$ cat src/rtl/pip16_cla_sub.sv
// ----------------------------------------------------------------------------
// pip16_cla_sub : pipelined 16-bit carry-lookahead subtractor, diff = a - b - bin
// Rev 1.0
// ----------------------------------------------------------------------------
`timescale 1ns/1ps
`default_nettype none

module pip16_cla_sub #(
  parameter int REG_IN = 1,
  parameter int WIDTH  = 16
) (
  input  logic             clk,
  input  logic             rst_n,
  input  logic             en,
  input  logic             in_valid,
  input  logic [WIDTH-1:0] a,
  input  logic [WIDTH-1:0] b,
  input  logic             bin,
  output logic             out_valid,
  output logic [WIDTH-1:0] diff,
  output logic             bout,
  output logic             zero,
  output logic             neg,
  output logic             ovf
);

  generate
    if (WIDTH != 16) begin : g_bad_width
      $error("pip16_cla_sub: only WIDTH=16 is supported");
    end
  endgenerate

  // Returns carries {c4,c3,c2,c1} of one 4-bit lookahead block.
  function automatic logic [3:0] cla4(input logic [3:0] p, input logic [3:0] g, input logic ci);
    logic [3:0] c;
    c[0] = g[0] | (p[0] & ci);
    c[1] = g[1] | (p[1] & g[0]) | (p[1] & p[0] & ci);
    c[2] = g[2] | (p[2] & g[1]) | (p[2] & p[1] & g[0]) | (p[2] & p[1] & p[0] & ci);
    c[3] = g[3] | (p[3] & g[2]) | (p[3] & p[2] & g[1]) | (p[3] & p[2] & p[1] & g[0])
         | (p[3] & p[2] & p[1] & p[0] & ci);
    return c;
  endfunction

  logic        s1_v;
  logic [15:0] s1_a;
  logic [15:0] s1_nb;
  logic        s1_cin;

  generate
    if (REG_IN != 0) begin : g_reg_in
      always_ff @(posedge clk or negedge rst_n) begin
        if (!rst_n) begin
          s1_v   <= 1'b0;
          s1_a   <= '0;
          s1_nb  <= '0;
          s1_cin <= 1'b0;
        end else if (en) begin
          s1_v   <= in_valid;
          s1_a   <= a;
          s1_nb  <= ~b;
          s1_cin <= ~bin;
        end
      end
    end else begin : g_no_reg_in
      assign s1_v   = in_valid;
      assign s1_a   = a;
      assign s1_nb  = ~b;
      assign s1_cin = ~bin;
    end
  endgenerate

  logic        s2_v, s3_v, s4_v, s5_v;
  logic [15:0] s2_p, s3_p, s4_p, s5_p;
  logic [15:0] s2_g;
  logic [15:4] s3_g;
  logic [15:8] s4_g;
  logic [15:12] s5_g;
  logic        s2_cin;
  logic [4:0]  s3_c;
  logic [8:0]  s4_c;
  logic [12:0] s5_c;

  logic [3:0]  w3_c, w4_c, w5_c, w6_c;
  logic [16:0] w_c_all;
  logic [15:0] w_diff;

  // Each lookahead block consumes the carry registered by the previous stage.
  assign w3_c    = cla4(s2_p[3:0],   s2_g[3:0],   s2_cin);
  assign w4_c    = cla4(s3_p[7:4],   s3_g[7:4],   s3_c[4]);
  assign w5_c    = cla4(s4_p[11:8],  s4_g[11:8],  s4_c[8]);
  assign w6_c    = cla4(s5_p[15:12], s5_g[15:12], s5_c[12]);
  assign w_c_all = {w6_c, s5_c};
  assign w_diff  = s5_p ^ w_c_all[15:0];

  always_ff @(posedge clk or negedge rst_n) begin
    if (!rst_n) begin
      s2_v      <= 1'b0;
      s2_p      <= '0;
      s2_g      <= '0;
      s2_cin    <= 1'b0;
      s3_v      <= 1'b0;
      s3_p      <= '0;
      s3_g      <= '0;
      s3_c      <= '0;
      s4_v      <= 1'b0;
      s4_p      <= '0;
      s4_g      <= '0;
      s4_c      <= '0;
      s5_v      <= 1'b0;
      s5_p      <= '0;
      s5_g      <= '0;
      s5_c      <= '0;
      out_valid <= 1'b0;
      diff      <= '0;
      bout      <= 1'b0;
      zero      <= 1'b0;
      neg       <= 1'b0;
      ovf       <= 1'b0;
    end else if (en) begin
      s2_v      <= s1_v;
      s2_p      <= s1_a ^ s1_nb;
      s2_g      <= s1_a & s1_nb;
      s2_cin    <= s1_cin;

      s3_v      <= s2_v;
      s3_p      <= s2_p;
      s3_g      <= s2_g[15:4];
      s3_c      <= {w3_c, s2_cin};

      s4_v      <= s3_v;
      s4_p      <= s3_p;
      s4_g      <= s3_g[15:8];
      s4_c      <= {w4_c, s3_c};

      s5_v      <= s4_v;
      s5_p      <= s4_p;
      s5_g      <= s4_g[15:12];
      s5_c      <= {w5_c, s4_c};

      out_valid <= s5_v;
      diff      <= w_diff;
      bout      <= ~w_c_all[16];
      zero      <= (w_diff == 16'h0000);
      neg       <= w_diff[15];
      ovf       <= w_c_all[15] ^ w_c_all[16];
    end
  end

endmodule

`default_nettype wire

$ cat config.mk
export PLATFORM = sky130hd
export DESIGN_NAME = pip16_cla_sub
export DESIGN_NICKNAME = d
export VERILOG_FILES = /design/src/rtl/pip16_cla_sub.sv
export SDC_FILE = /design/constraint.sdc
export NUM_CORES = 1
export LEC_CHECK = 0
export ABC_CLOCK_PERIOD_IN_PS = 1900
export BUFFER_PORTS_ARGS = -buffer_cell sky130_fd_sc_hd__buf_2
export CAP_MARGIN = 10
export CORE_ASPECT_RATIO = 1.75
export CORE_MARGIN = 2
export CORE_UTILIZATION = 59
export CTS_BUF_LIST = sky130_fd_sc_hd__clkbuf_16
export DETAILED_ROUTE_END_ITERATION = 6
export GPL_TIMING_DRIVEN = 0
export HOLD_SLACK_MARGIN = 0.05
export PLACE_DENSITY = 0.87
export SYNTH_ARGS = -nofsm -noshare
export SYNTH_HDL_FRONTEND = slang
export SYNTH_SLANG_ARGS = --single-unit
$ cat constraint.sdc
create_clock -name clk -period 1.9 [get_ports clk]
set_input_delay 0.285 -clock clk [delete_from_list [all_inputs] [get_ports clk]]
set_output_delay 0.285 -clock clk [all_outputs]
set_load 0.05 [all_outputs]
=== Word level (Yosys, flattened, before mapping) ===
Index checks and enable logic that the tools add are counted.

* Reduce and logical (&&, ||, !) cells: 1
* Bitwise logic cells: 111

{| class="wikitable"
|+ Operators with widths
! operator !! count
|-
| $and A1 B1 Y1 || 64
|-
| $or A1 B1 Y1 || 40
|-
| $xor A16 B16 Y16 || 2
|-
| $and A16 B16 Y16 || 1
|-
| $logic_not A16 Y1 || 1
|-
| $not A16 Y16 || 1
|-
| $not A1 Y1 || 2
|-
| $xor A1 B1 Y1 || 1
|}

* Logic and storage cells: 138
* Register bits: 191
* Bits of input ports: 37

=== Logic depth before layout (Yosys ltp) ===
Gate-level depths: netlist of the first run.

* Depth in word-level cells: 6
* Gate-level depth with buffers: 6
* Depth with buffers taken out: 5

=== Worst setup path before layout of the first run ===
OpenSTA, ideal clock, no wires.

* Path type: reg2reg
* Start point: register s5_p[12]
* End point: register zero
* Path slack: 0.492 ns
* Path buffers: 0
* Arrival: 1.287 ns
* Required time: 1.778 ns
* Clock period less this slack: 1.408 ns
* Cell stages (with the launch flop): 5
* Cells stage by stage: dfrtp_1 > a211o_1 > a31o_4 > xnor2_2 > a32o_1

* Cells in the longest elaborated chain, start to end: 5
* Elaborated cells between the ends (all ways): 10
* Classes of those cells: bitwise: 9; reduce/logical: 1

{| class="wikitable"
|+ Ends and longest elaborated chain
! element !! line !! RTL
|-
| from (decl) || 73 || <nowiki>logic [15:0] s2_p, s3_p, s4_p, s5_p;</nowiki>
|-
| from (signal assigned) || 136 || <nowiki>s5_p <= s4_p;</nowiki>
|-
| $and A1 B1 Y1 (on tied branches) (2 in series) || 37, 38 ||
|-
| $or A1 B1 Y1 (on tied branches) || 37, 38 ||
|-
| $xor A16 B16 Y16 * || 93 || <nowiki>assign w_diff = s5_p ^ w_c_all[15:0];</nowiki>
|-
| $logic_not A16 Y1 * || 143 || <nowiki>zero <= (w_diff == 16'h0000);</nowiki>
|-
| to (signal assigned) || 143 ||
|-
| to (decl) || 22 || <nowiki>output logic zero,</nowiki>
|}

Mark *: on every way between the ends. The rest lies on a longest branch, timed or not.
A chain may end at the register's enable or synchronous reset.

=== Worst setup path after layout of the first run ===
Same ends and word-level chain as after synthesis.

==> results of run 1 <==
[stage by stage]
step / hold slack, ns / power, W / area (um^2) / cells / TNS, ns
floorplan: -0.0106 / 0.00753 / 7510 / 523 / 0
global placement: 0.462 / 0.00817 / 8010 / 747 / -410.56
detailed placement: 0.381 / 0.00836 / 8040 / 748 / 0
CTS: 0.0536 / 0.0117 / 8710 / 792 / 0
global route: 0.0605 / 0.0122 / 8710 / 792 / 0
finish: 0.0457 / 0.0116 / 8710 / 792 / 0
[timing repair]
action / in CTS / in global routing
endpoints found under the setup margin: 0 / 0
hold buffers: 12 / 0
hold endpoints to repair: 115 / 0
[power by group through the flow]
stage | clock (W) | sequential (W) | combinational, W
after floorplan | 0 | 0.00613 | 0.00140
after global placement | 0 | 0.00560 | 0.00257
after detailed placement | 0 | 0.00567 | 0.00269
after CTS | 0.00331 | 0.00561 | 0.00275
after global routing | 0.00349 | 0.00572 | 0.00294
final | 0.00329 | 0.00562 | 0.00273
[Yosys cell counts (all sizes together)]
cell type / n / area (um^2)
mux2i: 1 / 10.0
a211oi: 3 / 32.5
o21a: 1 / 7.51
nor3: 2 / 10.0
nor4: 1 / 6.26
nand4: 2 / 12.5
dfrtp: 190 / 4750
nor2: 35 / 131
inv: 6 / 22.5
o22a: 3 / 26.3
mux2: 140 / 1580
xnor2: 14 / 130
o21ai: 23 / 115
ha: 17 / 213
a32o: 1 / 10.0
nand3: 1 / 5.00
or2: 1 / 6.26
a21oi: 20 / 100
o2111ai: 1 / 8.76
o31a: 3 / 26.3
clkbuf: 3 / 11.3
buf: 25 / 153
a211o: 1 / 8.76
a31o: 1 / 17.5
a21o: 4 / 30.0
nand2: 24 / 90.1
[cell type report]
class / instances / area [um^2]
sequential: 190 / 4750
fill: 847 / 3720
multi-input combinational: 299 / 2570
timing repair buffer: 69 / 438
clock buffer: 17 / 425
tap: 168 / 210
buffer: 28 / 164
clock inverter: 15 / 123
inverter: 6 / 22.5
[per-layer routing]
layer	vias up	global-route usage	share of wire
li1	2002	-	-
met1	2298	0.275	0.37
met2	114	0.409	0.56
met3	31	0.0475	0.037
met4	0	0.0959	0.032
met5	-	0	0
[worst paths after layout]
| check | to | start |
|---|---|---|
| worst min-delay path | s1_nb[9]$_DFFE_PN0P_ | b[9] |
| worst max-delay path | zero$_DFFE_PN0P_ | s5_p[12]$_DFFE_PN0P_ |
| worst min register to register | s1_cin$_DFFE_PN0P_ | s1_cin$_DFFE_PN0P_ |
| max in group asynchronous | s1_a[1]$_DFFE_PN0P_ | rst_n |
| min in group asynchronous | s1_nb[14]$_DFFE_PN0P_ | rst_n |
| worst max register to register | zero$_DFFE_PN0P_ | s5_p[12]$_DFFE_PN0P_ |
[registers in the layout (all words and copies together) (netlist names), 4 cells and up]
name and flops:
s3_g 12, s1_a 16, s2_p 16, s4_g 8, s5_c 13, s5_g 4, s3_p 16, s4_c 9
s4_p 16, s3_c 5, s1_nb 16, s5_p 16, diff 16, s2_g 16
[critical path, stage by stage (launching register included)]
cell and delay, ns:
dfrtp_1 0.40, ha_1 0.22, nor3_1 0.30, o2111ai_1 0.19
nor4_1 0.34, a32o_1 0.20
[cells by family after synthesis]
| logic type | synth area share |
|---|---|
| AND/OR/NAND/NOR | 0.0348 |
| buffers and inverters | 0.0248 |
| adder cells (fa/ha/maj) | 0.0283 |
| XOR/XNOR | 0.0173 |
| AO/OA/AOI/OAI | 0.0510 |
| multiplexers | 0.211 |
| flip-flops | 0.633 |
==> metrics.md, run 1 <==
| Metric | Value |
|---|---|
| Clock skew | 0.00895 ns |
| Die span in y | roughly 150 um |
| Final WL | 14800 um |
| Gate power share | 0.234 |
| Syn nets | 577 |
| Row Count | 54 |
| Global-route wire length before repair | 24100 um |
| Flop pwr share | 0.483 |
| Area delta synth->final | 15.9% |
| R2R depth | 5 |
| Vias per inst | 5.61 |
| WP data arrival | between 2 and 2.5 ns |
| Clk root buf | clkbuf_16 |
| NumNets Final | 665 |
| Number of synthesized register bits | 190 |
| Critical Path End Type | flip-flop |
| Fin crit period | between 1.5 and 2 ns |
| Via count of the first global-routing pass | 4770 |
| # clock sinks | 190 |
| Cells after Synth | ~520 |
| DRC Markers | 0 |
| Worst-skew pair later-pin latency | about 0.43 ns |
| Wirelength per Cell | about 19 um |
| Crit path kind | flip-flop to flip-flop |
| Layout cells sized above 1 | 0.409 |
| Total CTS buffers | 17 |
| Global route overflow | 0 |
| Initial Util | 0.604 |
| Initial DRC Count | 233 |
| Detail Route Antenna Nets | 0 |
| Slew @ Worst Pin | around 0.76 ns |
| WP data required | 2.26 ns |
| Pint | between 0.007 and 0.008 W |
| Worst-path clk slew | 0.07 ns |
| Place WS | between 0.2 and 0.3 ns |
| Ys Warns | 0 |
| Core Area | 12400 um^2 |
| Outcome | finished clean |
| CTS tree | done |
| Pre-antenna DRT Iters | 4 |
| # IOs | between 50 and 60 |
| Initial antenna violation count | 0 |
| Fin. max-slew vios | 0 |
| Die Width | 89.3 um |
| Worst hold path stage count | 2 |
| Unrepaired setup endpoints after global routing | false |
| Sw frac | 0.318 |
| Setup violations, final | 0 |
| Port Buffers | 56 |
| Psw | 0.00371 W |
| Inserted Diodes | 0 |
| Clock power frac | 0.283 |
| Final core occ | 0.701 |
| Post-synthesis sequential area ratio | 0.633 |
| Most frequent cells in the layout | 190 x dfrtp_1, 140 x mux2_2, 69 x buf_2 |
| Post_cts resized | 0 |
| Reg2reg setup slack | 0.17 ns |
| Syn avg cell area | 14.4 um^2 |
| Most common cell after layout, fill and taps aside | dfrtp_1 |
| Peak VDD IR | approximately 0.75 mV |
| Die area | 13700 um^2 |
| Crit Path Max Fanout | 3 |
| Synthesized area | 7510 um^2 |
| PwrDens | 1340 nW/um^2 |
| Peak Freq | 577 MHz |
| Gr usage total | 0.235 |
| Max Root-Sink Buffers | 2 |
| Post-synth cell types | 30 |
| GP Congestion | 0.848 |
| Largest net degree at the start of global routing | roughly 110 |
| Htree depth | 4 |
| Cell leakage power | approximately 4.0 nW |
| Post-CTS setup buffers | 0 |
| CP Launch Type | flip-flop |
| Fin crit share | 0.912 |
| Worst min-delay path class | input pin to flip-flop |
| Worst setup margin | around 0.17 ns |
| Max capacitance violation total | 0 |
| Final Hold Viols | 0 |
| Hpwl dp | just over 10000 um |
| Via count | around 4400 |
| Worst slew margin | 0.491 |
No activity file was read; power rests on OpenSTA's default activity.
==> run 2, diff against run 1 <==
--- a/config.mk
+++ b/config.mk
@@ -5,7 +5,7 @@
 export SDC_FILE = /design/constraint.sdc
 export NUM_CORES = 1
 export LEC_CHECK = 0
-export ABC_CLOCK_PERIOD_IN_PS = 1900
+export ABC_CLOCK_PERIOD_IN_PS = 1700
 export BUFFER_PORTS_ARGS = -buffer_cell sky130_fd_sc_hd__buf_2
 export CAP_MARGIN = 10
 export CORE_ASPECT_RATIO = 1.75
==> constraint.sdc (replaced) <==
create_clock -name clk -period 1.7 [get_ports clk]
set_input_delay 0.255 -clock clk [delete_from_list [all_inputs] [get_ports clk]]
set_output_delay 0.255 -clock clk [all_outputs]
set_load 0.05 [all_outputs]
==> metrics.md, run 2 (synthesis results as in run 1) <==
| Metric | Value |
|---|---|
| GP Congestion | 0.848 (unchanged) |
| Initial Util | 0.604 (unchanged) |
| Detail Route Antenna Nets | 0 (unchanged) |
| Global-route wire length before repair | 24400 um (+1.3%) |
| Storage cell area | 4750 um^2 (unchanged) |
| DRC Markers | 0 (unchanged) |
| Initial antenna violation count | 0 (unchanged) |
| Vias per inst | 5.62 (+0.13%) |
| Clock skew | 0.00771 ns (-0.00124 ns) |
| Final WL | 14900 um (+1.1%) |
| Largest net degree at the start of global routing | 106 (unchanged) |
| Outcome | finished clean |
| Most frequent cells in the layout | 190 x dfrtp_1, 140 x mux2_2, 69 x buf_2 |
| WP data required | 2.01 ns (-0.25 ns) |
| Area delta synth->final | 16.7% |
| Layout cells sized above 1 | 0.409 (about the same) |
| Critical Path End Type | flip-flop |
| PwrDens | 1490 nW/um^2 (+11%) |
| Wirelength per Cell | 18.7 um (+0.42%) |
| Slew @ Worst Pin | 0.770 ns (+0.00628 ns) |
| Setup violations, final | 0 (unchanged) |
| Crit Path Max Fanout | 3 (unchanged) |
| Clk root buf | clkbuf_16 |
| Total CTS buffers | 17 (unchanged) |
| Gr usage total | 0.238 (+0.00311) |
| Hpwl dp | 10300 um (unchanged) |
| Crit path cell chain | ha_1, o21a_1, o2111ai_1, nor4_2, a32o_1 |
| Worst-skew pair later-pin latency | 0.42 ns (about the same) |
| Max Root-Sink Buffers | 2 (unchanged) |
| Fill count | 836 (-1.3%) |
| Hold_ws | 0.0604 ns (+0.0148 ns) |
| Core Area | 12400 um^2 (unchanged) |
| Die Width | 89.3 um (unchanged) |
| Die area | 13700 um^2 (unchanged) |
| Worst-path clk slew | 0.06 ns (about the same) |
| Initial DRC Count | 229 (-1.7%) |
| Unrepaired setup endpoints after global routing | false |
| Row Count | 54 (unchanged) |
| Htree depth | 4 (unchanged) |
| Fin crit share | 0.942 (+0.0303) |
| Fin crit period | 1.60 ns (-0.131 ns) |
| CP Launch Type | flip-flop |
| Cell leakage power | 4.05 nW (+0.54%) |
| Inserted Diodes | 0 (unchanged) |
| Crit path kind | flip-flop to flip-flop |
| Worst slew margin | 0.486 (-0.00418) |
| Global route overflow | 0 (unchanged) |
| CTS tree | done |
| NumNets Final | 670 (+0.75%) |
| Max capacitance violation total | 0 (unchanged) |
| Peak VDD IR | 0.842 mV (+12%) |
| Worst min-delay path class | input pin to flip-flop |
| Multi-input logic area | 2580 um^2 (+0.44%) |
| Via count of the first global-routing pass | 4822 (+1.1%) |
| Pre-antenna DRT Iters | 4 (unchanged) |
| WP data arrival | 1.91 ns (-0.19 ns) |
| Final Hold Viols | 0 (unchanged) |
| Fin cells | 797 (+0.63%) |
| Fin. max-slew vios | 0 (unchanged) |
| # IOs | 58 (unchanged) |
| Crit-path max cell delay | 0.42 ns (+0.02 ns) |
| Die span in y | 153 um (unchanged) |
| # clock sinks | 190 (unchanged) |
| Port Buffers | 56 (unchanged) |
| Via count | 4479 (+0.76%) |
| CP max stage cell | dfrtp_1 |
| Peak Freq | 624 MHz (+8.2%) |
| Most common cell after layout, fill and taps aside | dfrtp_1 |
| Inst Count DP | 748 (unchanged) |
-- run 2: cell count changes in the layout (fill, tap and decap cells not counted) --
| cell | change |
|---|---|
| dlygate4sd3_1 | +5 |
| nor3_1 | -1 |
| nor3_2 | +1 |
| nor4_1 | -1 |
| nor4_2 | +1 |
-- run 2: repair_timing --
item,CTS,global route
setup endpoints to repair,1,1
hold endpoints to repair,120,0
pin swaps,0,1
setup buffers,0,0
gates resized for setup,1,1
hold buffers,17,0
-- run 2: stage by stage --
stage          cell area (um^2)  worst slack (ns)  setup TNS, ns  total power, W   util
5_1_grt                    8770            0.0355              0          0.0136  0.706
3_3_place_gp               8010             -2.35        -442.86         0.00913  0.644
2_1_floorplan              7510             0.292              0         0.00842      -
3_5_place_dp               8040            0.0811              0         0.00935  0.647
6_report                   8770            0.0986              0          0.0130  0.706
4_1_cts                    8770             0.101              0          0.0131  0.705
-- run 2: path summary, 6_finish.rpt --
kind,slack (ns),to,from,depth (start not counted)
setup / recovery,0.1,zero$_DFFE_PN0P_,s5_c[12]$_DFFE_PN0P_,5
hold / removal,0.06,s1_nb[4]$_DFFE_PN0P_,b[4],2
setup reg to reg,0.1,zero$_DFFE_PN0P_,s5_c[12]$_DFFE_PN0P_,5
hold reg to reg,0.48,s1_cin$_DFFE_PN0P_,s1_cin$_DFFE_PN0P_,2
max in group asynchronous,0.31,s1_a[2]$_DFFE_PN0P_,rst_n,3
min in group asynchronous,0.43,s1_nb[14]$_DFFE_PN0P_,rst_n,2
-- run 2: final cells by class --
cell class,count,share of cell area
Sequential cell,190,0.542
Multi-Input combinational cell,299,0.295
Timing Repair Buffer,74,0.0556
Clock buffer,17,0.0485
Tap cell,168,0.0240
Buffer,28,0.0187
Clock inverter,15,0.0140
Inverter,6,0.00257
-- run 2: routing by layer --
layer / vias to the layer above / routed length [um] / part of all wire / global-route usage
li1: 2011 / - / - / -
met1: 2329 / 5660 / 0.38 / 0.280
met2: 108 / 8180 / 0.55 / 0.410
met3: 31 / 524 / 0.035 / 0.0464
met4: 0 / 557 / 0.037 / 0.107
met5: - / 0 / 0 / 0
-- run 2: power by group --
group / internal [W] / switching, W
Sequential: 0.00559 / 0.000695
Combinational: 0.00128 / 0.00180
Clock: 0.00201 / 0.00166
Total: 0.00888 / 0.00415
-- run 2: worst max-delay path, delay by kind of cell (launching register included) --
| family | cells | cell delay [ns] |
|---|---|---|
| adders and majority gates | 1 | 0.23 |
| and+or+nand+nor | 1 | 0.07 |
| DFF | 1 | 0.42 |
| AOI/OAI and AO/OA | 3 | 0.78 |
